### src/rtl/pipe_ctrl_pkg.sv
// pipe_ctrl_pkg: shared state encoding, forwarding select codes and NOP encoding for the pipeline controller
package pipe_ctrl_pkg;
  typedef enum logic {RUN = 1'b0, MEM_WAIT = 1'b1} state_e;
  localparam logic [1:0] FWD_RF    = 2'b00;
  localparam logic [1:0] FWD_EXMEM = 2'b10;
  localparam logic [1:0] FWD_MEMWB = 2'b01;
  localparam logic [31:0] NOP_INSTR = 32'h0000_0013;
endpackage

### src/rtl/forwarding_unit.sv
// forwarding_unit: combinational EX operand bypass select.
//   in : ex_rs1/ex_rs2 (EX source regs), ex_mem_regw/ex_mem_rd, mem_wb_regw/mem_wb_rd (producers)
//   out: forward_a/forward_b (FWD_RF, FWD_EXMEM or FWD_MEMWB; the younger EX_MEM result wins)
module forwarding_unit
  import pipe_ctrl_pkg::*;
(
  input  logic [4:0] ex_rs1,
  input  logic [4:0] ex_rs2,
  input  logic       ex_mem_regw,
  input  logic [4:0] ex_mem_rd,
  input  logic       mem_wb_regw,
  input  logic [4:0] mem_wb_rd,
  output logic [1:0] forward_a,
  output logic [1:0] forward_b
);
  logic ex_ok, wb_ok;
  assign ex_ok = ex_mem_regw && ex_mem_rd != 5'd0;
  assign wb_ok = mem_wb_regw && mem_wb_rd != 5'd0;
  always_comb begin
    forward_a = (ex_ok && ex_mem_rd == ex_rs1) ? FWD_EXMEM : (wb_ok && mem_wb_rd == ex_rs1) ? FWD_MEMWB : FWD_RF;
    forward_b = (ex_ok && ex_mem_rd == ex_rs2) ? FWD_EXMEM : (wb_ok && mem_wb_rd == ex_rs2) ? FWD_MEMWB : FWD_RF;
  end
endmodule

### src/rtl/pipeline_hazard_ctrl.sv
// pipeline_hazard_ctrl: stall/flush/forward sequencer for the 5-stage pipeline.
//   in : reset (sync, active-low), ID/EX/MEM/WB register ids and control bits, dmem_req/dmem_ready
//   out: PC_Write, IF_ID_Write, IF_ID/ID_EX/EX_MEM flushes, MEM_Hold, ForwardA/B,
//        mem_err (sticky wait timeout), stall_cnt/flush_cnt (saturating)
module pipeline_hazard_ctrl
  import pipe_ctrl_pkg::*;
#(
  parameter int MEM_TIMEOUT = 16,
  parameter int CNT_W       = 16
) (
  input  logic             clk,
  input  logic             reset,
  input  logic [4:0]       IF_ID_RegRs1,
  input  logic [4:0]       IF_ID_RegRs2,
  input  logic             IF_ID_UsesRs2,
  input  logic [4:0]       ID_EX_RegRs1,
  input  logic [4:0]       ID_EX_RegRs2,
  input  logic [4:0]       ID_EX_RegRd,
  input  logic             ID_EX_MemR,
  input  logic             EX_MEM_RegW,
  input  logic [4:0]       EX_MEM_RegRd,
  input  logic             EX_MEM_BrTaken,
  input  logic             MEM_WB_RegW,
  input  logic [4:0]       MEM_WB_RegRd,
  input  logic             dmem_req,
  input  logic             dmem_ready,
  output logic             PC_Write,
  output logic             IF_ID_Write,
  output logic             IF_ID_Flush,
  output logic             ID_EX_Flush,
  output logic             EX_MEM_Flush,
  output logic             MEM_Hold,
  output logic [1:0]       ForwardA,
  output logic [1:0]       ForwardB,
  output logic             mem_err,
  output logic [CNT_W-1:0] stall_cnt,
  output logic [CNT_W-1:0] flush_cnt
);
  localparam int TW = $clog2(MEM_TIMEOUT + 1);
  state_e           state_q, state_d;
  logic [TW-1:0]    timer_q, timer_d;
  logic             mem_err_q, mem_err_d;
  logic [CNT_W-1:0] stall_cnt_q, stall_cnt_d, flush_cnt_q, flush_cnt_d;
  logic             mem_miss, load_use, br_flush;
  assign mem_miss = dmem_req && !dmem_ready;
  assign load_use = ID_EX_MemR && ID_EX_RegRd != 5'd0 &&
                    (ID_EX_RegRd == IF_ID_RegRs1 || (IF_ID_UsesRs2 && ID_EX_RegRd == IF_ID_RegRs2));
  always_ff @(posedge clk) begin
    if (!reset) begin
      state_q     <= RUN;
      timer_q     <= '0;
      mem_err_q   <= 1'b0;
      stall_cnt_q <= '0;
      flush_cnt_q <= '0;
    end else begin
      state_q     <= state_d;
      timer_q     <= timer_d;
      mem_err_q   <= mem_err_d;
      stall_cnt_q <= stall_cnt_d;
      flush_cnt_q <= flush_cnt_d;
    end
  end
  // The ready cycle is still a held cycle; release happens on the following edge.
  always_comb begin
    state_d   = state_q;
    timer_d   = '0;
    mem_err_d = mem_err_q;
    if (state_q == RUN) state_d = mem_miss ? MEM_WAIT : RUN;
    else if (dmem_ready) state_d = RUN;
    else if (timer_q == TW'(MEM_TIMEOUT - 1)) begin
      state_d   = RUN;
      mem_err_d = 1'b1;
    end else timer_d = timer_q + TW'(1);
  end
  // Memory hold outranks a taken branch, which outranks a load-use stall.
  always_comb begin
    PC_Write     = 1'b1;
    IF_ID_Write  = 1'b1;
    IF_ID_Flush  = 1'b0;
    ID_EX_Flush  = 1'b0;
    EX_MEM_Flush = 1'b0;
    MEM_Hold     = 1'b0;
    br_flush     = 1'b0;
    if (state_q == MEM_WAIT || mem_miss) begin
      PC_Write    = 1'b0;
      IF_ID_Write = 1'b0;
      MEM_Hold    = 1'b1;
    end else if (EX_MEM_BrTaken) begin
      IF_ID_Flush  = 1'b1;
      ID_EX_Flush  = 1'b1;
      EX_MEM_Flush = 1'b1;
      br_flush     = 1'b1;
    end else if (load_use) begin
      PC_Write    = 1'b0;
      IF_ID_Write = 1'b0;
      ID_EX_Flush = 1'b1;
    end
  end
  always_comb begin
    stall_cnt_d = (!PC_Write && !(&stall_cnt_q)) ? stall_cnt_q + CNT_W'(1) : stall_cnt_q;
    flush_cnt_d = (br_flush && !(&flush_cnt_q)) ? flush_cnt_q + CNT_W'(1) : flush_cnt_q;
  end
  assign mem_err   = mem_err_q;
  assign stall_cnt = stall_cnt_q;
  assign flush_cnt = flush_cnt_q;
  forwarding_unit u_fwd (
    .ex_rs1     (ID_EX_RegRs1),
    .ex_rs2     (ID_EX_RegRs2),
    .ex_mem_regw(EX_MEM_RegW),
    .ex_mem_rd  (EX_MEM_RegRd),
    .mem_wb_regw(MEM_WB_RegW),
    .mem_wb_rd  (MEM_WB_RegRd),
    .forward_a  (ForwardA),
    .forward_b  (ForwardB)
  );
endmodule
### config.mk
export PLATFORM = sky130hd
export DESIGN_NAME = pipeline_hazard_ctrl
export DESIGN_NICKNAME = d
export VERILOG_FILES = /design/src/rtl/pipe_ctrl_pkg.sv /design/src/rtl/forwarding_unit.sv /design/src/rtl/pipeline_hazard_ctrl.sv
export SDC_FILE = /design/constraint.sdc
export NUM_CORES = 1
export LEC_CHECK = 0
export CORE_ASPECT_RATIO = 1.1
export CORE_MARGIN = 5
export CORE_UTILIZATION = 41
export CTS_BUF_LIST = sky130_fd_sc_hd__clkbuf_8
export DETAILED_ROUTE_END_ITERATION = 12
export HOLD_SLACK_MARGIN = 0.1
export MAX_ROUTING_LAYER = met4
export PLACE_DENSITY = 0.87
export SKIP_LAST_GASP = 1
export SYNTH_ARGS = -nofsm -noshare
export SYNTH_HDL_FRONTEND = slang
export SYNTH_SLANG_ARGS = --single-unit
### constraint.sdc
create_clock -name clk -period 1.9 [get_ports clk]
set_input_delay 0.285 -clock clk [delete_from_list [all_inputs] [get_ports clk]]
set_output_delay 0.285 -clock clk [all_outputs]
set_load 0.01 [all_outputs]
# ---- Yosys cells after proc, flatten, opt, wreduce, memory -nomap -nowiden
# Index checks and enable logic that the tools add are counted.
dict set report op_classes {
  addsub 3
  mul 0
  div_mod_pow 0
  n_lt_le_gt_ge 0
  n_eq_ne 7
  n_shift 0
  n_mux 17
  bitwise_logic 3
  n_reduce_logical 25
}
# cell count
set ops {}
lappend ops {{$add A16 B1 Y16 const B} 2}
lappend ops {{$reduce_and A16 Y1} 2}
lappend ops {{$eq A5 B5 Y1} 6}
lappend ops {{$mux W1} 15}
lappend ops {{$reduce_bool A5 Y1} 3}
lappend ops {{$logic_and A1 B1 Y1} 12}
lappend ops {{$add A5 B1 Y5 const B} 1}
lappend ops {{$eq A5 B4 Y1 const B} 1}
lappend ops {{$logic_not A1 Y1} 4}
lappend ops {{$mux W2} 2}
lappend ops {{$reduce_or A4 Y1} 1}
lappend ops {{$not A1 Y1} 3}
lappend ops {{$reduce_and A3 Y1} 1}
lappend ops {{$logic_or A1 B1 Y1} 2}
dict set report word_totals {
  register_bits 39
  latch_bits 0
  ramBits 0
  mem_bits_ro 0
  input_bits 44
  out_inout_bits 43
  word_cells 60
  n_memories 0
}

# ---- Logic depth before layout (Yosys ltp)
# Gate-level depths: netlist (run 1).
dict set report logic_depth {
  word_depth 9
  mapped_depth 8
  depth_no_buf 6
}

# ---- Hierarchy
# From an unflattened synthesis (run 1), not the netlist that was laid out.
dict set report hier_totals {
  hier_cells 273
  hier_area_um2 2287.2
}
# mod n_inst cells_each area_per_inst_um2 seq_area_each_um2
set modules_own_cells {}
lappend modules_own_cells {pipeline_hazard_ctrl 1 239 2016.9 780.7}
lappend modules_own_cells {forwarding_unit 1 34 270.3 0.0}

# ---- Worst setup path after synthesis (run 1)
# No wires, ideal clock.
dict set report synth_path {
  path_kind {in2out}
  from {in ID_EX_RegRd[1]}
  to {out PC_Write}
  arrival_ns 1.766
  t_required_ns 1.615
  slack_ns -0.151
  stages 6
  n_path_buf 3
  cell_sequence {or4_1 o21ai_0 o31a_1 buf_6 clkbuf_1 buf_4}
}
dict set report synth_via {
  elab_chain_cells 7
  word_cells_on_any_way 10
  cone_classes {eq/ne (2); mux (3); reduce/logical (5)}
}
# item line
set synth_lines {}
lappend synth_lines {{start: declaration} pipeline_hazard_ctrl.sv:18} ;# input logic [4:0] ID_EX_RegRd,
lappend synth_lines {{$eq A5 B5 Y1} pipeline_hazard_ctrl.sv:47} ;# (ID_EX_RegRd == IF_ID_RegRs1 || (IF_ID_UsesRs2 && ID_EX_RegRd == IF_ID_RegRs2));
lappend synth_lines {{$logic_and A1 B1 Y1} pipeline_hazard_ctrl.sv:47}
lappend synth_lines {{$logic_or A1 B1 Y1} pipeline_hazard_ctrl.sv:47}
lappend synth_lines {{$logic_and A1 B1 Y1 *} pipeline_hazard_ctrl.sv:46} ;# assign load_use = ID_EX_MemR && ID_EX_RegRd != 5'd0 &&
lappend synth_lines {{$mux W1 * (3 in series)} --}
lappend synth_lines {{end: declaration} pipeline_hazard_ctrl.sv:27} ;# output logic PC_Write,
# Every way passes the cells marked *; elsewhere a longest branch is shown, timed or not.

# ---- Final worst setup path (run 1)
dict set report layout_path {
  from {in ID_EX_RegRd[2]}
  to {reg stall_cnt_q[4] (netlist: stall_cnt[4])}
}
dict set report layout_via {
  elab_chain_cells 9
  word_cells_on_any_way 12
  cone_classes {eq/ne (2); mux (3); reduce/logical (7)}
}
# item line
set layout_lines {}
lappend layout_lines {{$eq A5 B5 Y1} pipeline_hazard_ctrl.sv:47}
lappend layout_lines {{$logic_and A1 B1 Y1} pipeline_hazard_ctrl.sv:47}
lappend layout_lines {{$logic_or A1 B1 Y1} pipeline_hazard_ctrl.sv:47}
lappend layout_lines {{$logic_and A1 B1 Y1 *} pipeline_hazard_ctrl.sv:46}
lappend layout_lines {{$mux W1 *} pipeline_hazard_ctrl.sv:93} ;# end else if (load_use) begin
lappend layout_lines {{$mux W1 *} pipeline_hazard_ctrl.sv:88} ;# end else if (EX_MEM_BrTaken) begin
lappend layout_lines {{$mux W1 *} pipeline_hazard_ctrl.sv:84} ;# if (state_q == MEM_WAIT || mem_miss) begin
lappend layout_lines {{$logic_not A1 Y1 *} pipeline_hazard_ctrl.sv:100} ;# stall_cnt_d = (!PC_Write && !(&stall_cnt_q)) ? stall_cnt_q + CNT_W'(1) : stall_cnt_q;
lappend layout_lines {{$logic_and A1 B1 Y1 *} pipeline_hazard_ctrl.sv:100}
lappend layout_lines {{end signal: assignment} pipeline_hazard_ctrl.sv:59} ;# stall_cnt_q <= stall_cnt_d;
lappend layout_lines {{end: declaration} pipeline_hazard_ctrl.sv:43} ;# logic [CNT_W-1:0] stall_cnt_q, stall_cnt_d, flush_cnt_q, flush_cnt_d;
# Marked as above.
# A chain may end at the register's enable or synchronous reset.

==> results.yml, run 1 <==
status:
  outcome: "finished, violations left"
  violations: "negative setup slack"
finish:
  multi_input_area_mm2: 0.00173
  fillers: 369
  layout_common_cells: "buf_4 (50), clkdlybuf4s50_1 (39), dfxtp_1 (37), xor2_1 (29), nor2_1 (25)"
  area_delta_synth_final_pct: 79.4
  nNetsFinal: 457
  register_area_um2: 783
  mostFrequentLayoutCell: "buf_4"
  drive_above_1_share_pct: 36.3
  diodes: 0
route:
  ant_nets: 0
  drtIter0Drc: 169
  wire_per_inst_um: 16.9
  num_vias: 2678
  routed_via_density: 5.52
  drc: 0
  dr.pass1.iters: 5
  finalWirelength_mm: 8.22
timing:
  fin_setup_tns_ps: -1110
  finalCriticalPeriod_ps: 2040
  report.final.slew_viol_count: 0
  worst_pin_slew_ps: 319
  slew_headroom_pct: 78.2
  finalSetupViolCount: 14
  rsz0062_at_grt: "yes"
  setup_slack_ps: -144
  finClkSkew_ps: 7.43
  hold_viol: 0
  fin_crit_sh_pct: 108
  whs_ps: 210
  timing.fmax_mhz: 489
global_route:
  grt_max_degree: 27
  grt_overflow: 0
  grt_pass1_wl_mm: 12.3
  first_global_vias: 2677
  antenna_found_initial: 0
  grt_use_total_pct: 22.4
worst_hold_path:
  worst_hold_path_type: "in -> reg"
floorplanning:
  core-area_mm2: 0.00540
  die-area_mm2: 0.00716
  row_count: 28
  pin_count: 87
  initial_utilization_pct: 42.3
  fp.dieW_um: 81.1
  die_y_um: 88.3
worst_setup_path:
  critical_path_required_ps: 2130
  crit_path_cell_trace: "buf_6, buf_6, xor2_2, nor4_2, a32oi_1, o31a_1, buf_6, buf_6, buf_6, or4_1, a21oi_1"
  crit_type: "in -> reg"
  worst_ep_arrival_time_ps: 2270
  startpoint_type: "input pin"
  critPathTopFamily: "simple AND/OR/NAND/NOR gates"
  crit_buf_inv: 5
  crit_path_max_incr_delay_ps: 430
  worstSetupEndpointType: "register"
  path_max_fanout: 5
  cp_slowest_cell: "or4_1"
  crit_top_cell: "buf_6"
synth:
  syn_nets: 310
  synth_compound_area_share_pct: 10.1
  syn_area_mm2: 0.00228
  ys_ff_latch: 39
  synth_top_family_by_area: "simple AND/OR/NAND/NOR gates"
  ys.flop_type: "dfxtp_1"
  synth_cell_types: 40
  synth.mux.area_fraction_pct: 3.07
  synthCells: 262
  synth_simple_gate_area_share_pct: 28.9
  synth_xor_area_share_pct: 17.3
  ys_warn_count: 0
  synth_fa_ha_area_share_pct: 2.19
  synth_edf_count: 0
  seq_area_frac_synth_pct: 34.2
  async_flop_share_pct: 0
  avgSynthCellArea_um2: 8.71
clocking:
  max-clock-path-buffers: 2
  worstSkewPairLatency_ps: 300
  cts_made_buffers: 5
  cts.sinks: 39
  clkTransAtPathRegs_ps: 80
  hold_buffers: 0
  root_buffer: "clkbuf_8"
  h-tree-depth: 2
  cts_tree: "yes"
power:
  leakagePower_nw: 1.60
  pwr_density_cell_mw_per_mm2: 488
  vdd_drop_max_v: 0.000301
job:
  cap_violations: 0
placed_design:
  gp_congestion: 0.895
  portBuffers: 86
  hpwl_mm: 5.18
==> synth_stat cells, types with 2 or more instances <==
cell type,n,area [um2]
buf_6,2,22.5
nand2b_1,5,31.3
or4_1,13,97.6
xnor2_1,13,114
inv_1,7,26.3
buf_2,2,10.0
ha_1,4,50.1
nor3_1,2,10.0
xor2_1,32,280
nor4_1,5,31.3
or3_1,2,12.5
o31ai_1,7,52.6
nand2_1,15,56.3
dfxtp_1,39,781
and3_1,7,43.8
nor4_2,5,62.6
buf_4,2,15.0
nor2_1,26,97.6
nand3_1,15,75.1
o31a_1,2,17.5
nand4_1,7,43.8
and2_1,2,12.5
and4_1,5,43.8
mux2i_1,7,70.1
clkbuf_1,5,18.8
o21ai_0,6,30.0
a21oi_1,12,60.1
==> through the flow <==
step / instance area, um2 / cells / power, W / util, % / setup WS (ps)
final: 4090 / 485 / 0.00200 / 75.9 / -144
after CTS: 3880 / 481 / 0.00196 / 71.8 / -172
after detailed placement: 3520 / 456 / 0.00122 / 65.3 / -1020
after floorplan: 2290 / 262 / 0.000989 / - / -25.0
after global routing: 4090 / 485 / 0.00207 / 75.9 / -210
after global placement: 3520 / 456 / 0.00120 / 65.3 / -794
==> power by group <==
part	internal, W	switching, W
registers	0.000826	0.0000109
clock network	0.000391	0.000308
logic	0.000252	0.000210
==> what timing repair did <==
action                                  CTS  global route
gates resized for setup                 147            60
buffers inserted                         19             9
pin swaps                                41            30
cloned                                    1             0
endpoints found under the setup margin   26            36
==> worst paths after layout <==
kind	start	endpoint	slack, ps	cells past startpoint
max	ID_EX_RegRd[2]	stall_cnt[4]$_SDFFE_PN0P_	-140	11
max reg2reg	stall_cnt[2]$_SDFFE_PN0P_	stall_cnt[4]$_SDFFE_PN0P_	-50	7
min reg2reg	timer_q[0]$_SDFF_PP0_	timer_q[0]$_SDFF_PP0_	460	1
min	dmem_ready	state_q$_SDFF_PN0_	210	2
==> layer usage <==
metal | track usage, % | vias up | routed length (um)
li1 | - | 1238 | -
met2 | 40.5 | 149 | 4180
met5 | - | - | 0
met4 | 8.29 | 0 | 351
met3 | 3.87 | 39 | 506
met1 | 24.5 | 1252 | 3180
==> sequential cells by signal, summed over array words and instances, names as in the netlist <==
signal and cells:
flush_cnt 16, stall_cnt 16, timer_q 5, mem_err 1, state_q 1
==> cell type report <==
type                       instances  area share, %
clock inverter                     3           1.07
sequential                        39           19.1
tap                               75           2.29
multi-input combinational        204           42.1
timing repair buffer             151           32.9
clock buffer                       5           1.68
inverter                           8          0.733
==> kinds of logic after synthesis <==
| kind of cell | count (synthesis) |
|---|---|
| AND/OR/NAND/NOR | 113 |
| multiplexers | 7 |
| adder cells (fa/ha/maj) | 4 |
| flip-flops | 39 |
| AO/OA/AOI/OAI | 35 |
| buffers and inverters | 19 |
| XOR/XNOR | 45 |
(Power assumes the default switching activity.)
==> inputs of run 2 (changes only) <==
--- a/config.mk
+++ b/config.mk
@@ -11,7 +11,6 @@
 export CTS_BUF_LIST = sky130_fd_sc_hd__clkbuf_8
 export DETAILED_ROUTE_END_ITERATION = 12
 export HOLD_SLACK_MARGIN = 0.1
-export MAX_ROUTING_LAYER = met4
 export PLACE_DENSITY = 0.87
 export SKIP_LAST_GASP = 1
 export SYNTH_ARGS = -nofsm -noshare
==> run 2 against run 1 <==
Against the previous run:
- the flow still finishes with violations (negative setup slack)
- largest power group unchanged
- largest cell class unchanged
- combinational power is essentially flat
- routed wire length up 0.17%
- highest routed layer unchanged
- maximum frequency shrank 0.35%
- die area unchanged
- clock skew decreased by 0.79 ps
- critical path type unchanged
==> results.yml, run 2 (synthesized netlist as in run 1, its figures left out) <==
clocking:
  cts.sinks: 39
  h-tree-depth: 2
  hold_buffers: 0
  cts_tree: "yes"
  max-clock-path-buffers: 2
  cts_made_buffers: 5
  clkTransAtPathRegs_ps: 80
  worstSkewPairLatency_ps: 300
  root_buffer: "clkbuf_8"
power:
  clock_power_share_pct: 34.9
  power.share.sequential_pct: 41.9
  p_total_w: 0.00200
  pwr_density_cell_mw_per_mm2: 488
  combPwrFrac_pct: 23.2
  swShare_pct: 26.4
  vdd_drop_max_v: 0.000301
  leakagePower_nw: 1.60
  internal_power_w: 0.00147
  p_sw_w: 0.000528
timing:
  finClkSkew_ps: 6.64
  worst_pin_slew_ps: 319
  finalCriticalPeriod_ps: 2050
  hold_viol: 0
  fin_setup_tns_ps: -1280
  rsz0062_at_grt: "yes"
  finalSetupViolCount: 16
  fin_crit_sh_pct: 108
  report.final.slew_viol_count: 0
  timing.fmax_mhz: 487
  setup_slack_ps: -152
  slew_headroom_pct: 78.2
route:
  ant_nets: 0
  routed_via_density: 5.47
  finalWirelength_mm: 8.23
  num_vias: 2653
  drc: 0
  wire_per_inst_um: 17.0
  drtIter0Drc: 206
  dr.pass1.iters: 5
worst_hold_path:
  whs_endpoint: "state_q$_SDFF_PN0_"
  hold-path-cell-count: 2
  hp-start: "dmem_ready"
  worst_hold_path_type: "in -> reg"
worst_setup_path:
  crit_path_cell_trace: "buf_6, buf_6, xor2_2, nor4_2, a32oi_1, o31a_1, buf_6, buf_6, buf_6, or4_1, a21oi_1"
  cp_slowest_cell: "or4_1"
  crit_path_max_incr_delay_ps: 430
  crit_top_cell: "buf_6"
  r2r_end: "stall_cnt[4]$_SDFFE_PN0P_"
  startpoint_type: "input pin"
  path_max_fanout: 5
  r2r-start: "stall_cnt[2]$_SDFFE_PN0P_"
  worst_ep_arrival_time_ps: 2280
  r2r_setup_slack_ps: -40
  critical_path_required_ps: 2130
  worstSetupEndpointType: "register"
  reg2reg_depth: 7
  crit_type: "in -> reg"
floorplanning:
  row_count: 28
  pin_count: 87
  fp.dieW_um: 81.1
  die-area_mm2: 0.00716
  initial_utilization_pct: 42.3
  die_y_um: 88.3
  core-area_mm2: 0.00540
finish:
  diodes: 0
  fin_area_mm2: 0.00409
  drive_above_1_share_pct: 36.3
  nNetsFinal: 457
  area_delta_synth_final_pct: 79.4
  layout_common_cells: "buf_4 (50), clkdlybuf4s50_1 (39), dfxtp_1 (37), xor2_1 (29), nor2_1 (25)"
  fillers: 369
  mostFrequentLayoutCell: "buf_4"
global_route:
  grt_use_total_pct: 21.8
  grt_pass1_wl_mm: 12.3
  grt_max_degree: 27
  grt_overflow: 0
  antenna_found_initial: 0
  first_global_vias: 2672
placed_design:
  dpl_cell_area_mm2: 0.00352
  gp_congestion: 0.881
  portBuffers: 86
  hpwl_mm: 5.18
status:
  violations: "negative setup slack"
  outcome: "finished, violations left"
job:
  cap_violations: 0
-- run 2: timing repair --
action                     CTS  global route
gates cloned                 1             0
pin swaps                   41            30
setup endpoints to repair   26            36
buffers inserted            19             9
resized for setup          147            60
-- run 2: worst max-delay path, delay by kind of cell --
family | cells | cell delay, ps
buf+inv | 5 | 600
simple gates | 2 | 640
compound gates | 3 | 620
xor+xnor | 1 | 130
-- run 2: layer usage --
layer / up-vias / part of all wire (%) / wire length [um] / track usage [%]
met2: 138 / 51 / 4190 / 40.5
li1: 1236 / - / - / -
met4: 0 / 4.0 / 329 / 8.29
met1: 1247 / 37 / 3050 / 23.0
met3: 32 / 8.1 / 669 / 6.21
met5: - / 0 / 0 / 0
-- run 2: power by group through the flow --
stage	Clock, W	Combinational [W]	Sequential, W
6_report	0.000697	0.000463	0.000837
5_1_grt	0.000739	0.000493	0.000838
4_1_cts	0.000703	0.000421	0.000835
3_5_place_dp	0	0.000361	0.000855
3_3_place_gp	0	0.000348	0.000853
2_1_floorplan	0	0.000131	0.000858
-- run 2: metrics by stage --
stage / instances / setup slack, ps / util (%) / hold slack [ps]
after detailed placement: 456 / -1020 / 65.3 / 444
after floorplan: 262 / -25.0 / - / 368
after global routing: 485 / -210 / 75.9 / 223
after global placement: 456 / -794 / 65.3 / 431
final: 485 / -152 / 75.9 / 213
after CTS: 481 / -172 / 71.8 / 462
-- run 2: worst max path at each step --
stage                                     end  cells after the start  slack, ps             from
floorplan           stall_cnt[8]$_SDFFE_PN0P_                      8        -20   ID_EX_RegRd[3]
global placement                  ForwardA[0]                      6       -790  EX_MEM_RegRd[0]
detailed placement                ForwardA[0]                      6      -1020  EX_MEM_RegRd[0]
CTS                               ForwardA[0]                      6       -170  MEM_WB_RegRd[3]
global route        stall_cnt[4]$_SDFFE_PN0P_                     11       -210   ID_EX_RegRd[2]
finish              stall_cnt[4]$_SDFFE_PN0P_                     11       -150   ID_EX_RegRd[2]
-- run 2: final cells by class --
cell class / instances / area (um2) / area share, %
Multi-Input combinational cell: 204 / 1730 / 42.1
Clock buffer: 5 / 68.8 / 1.68
Tap cell: 75 / 93.8 / 2.29
Sequential cell: 39 / 783 / 19.1
Clock inverter: 3 / 43.8 / 1.07
Timing Repair Buffer: 151 / 1350 / 32.9
Inverter: 8 / 30.0 / 0.733
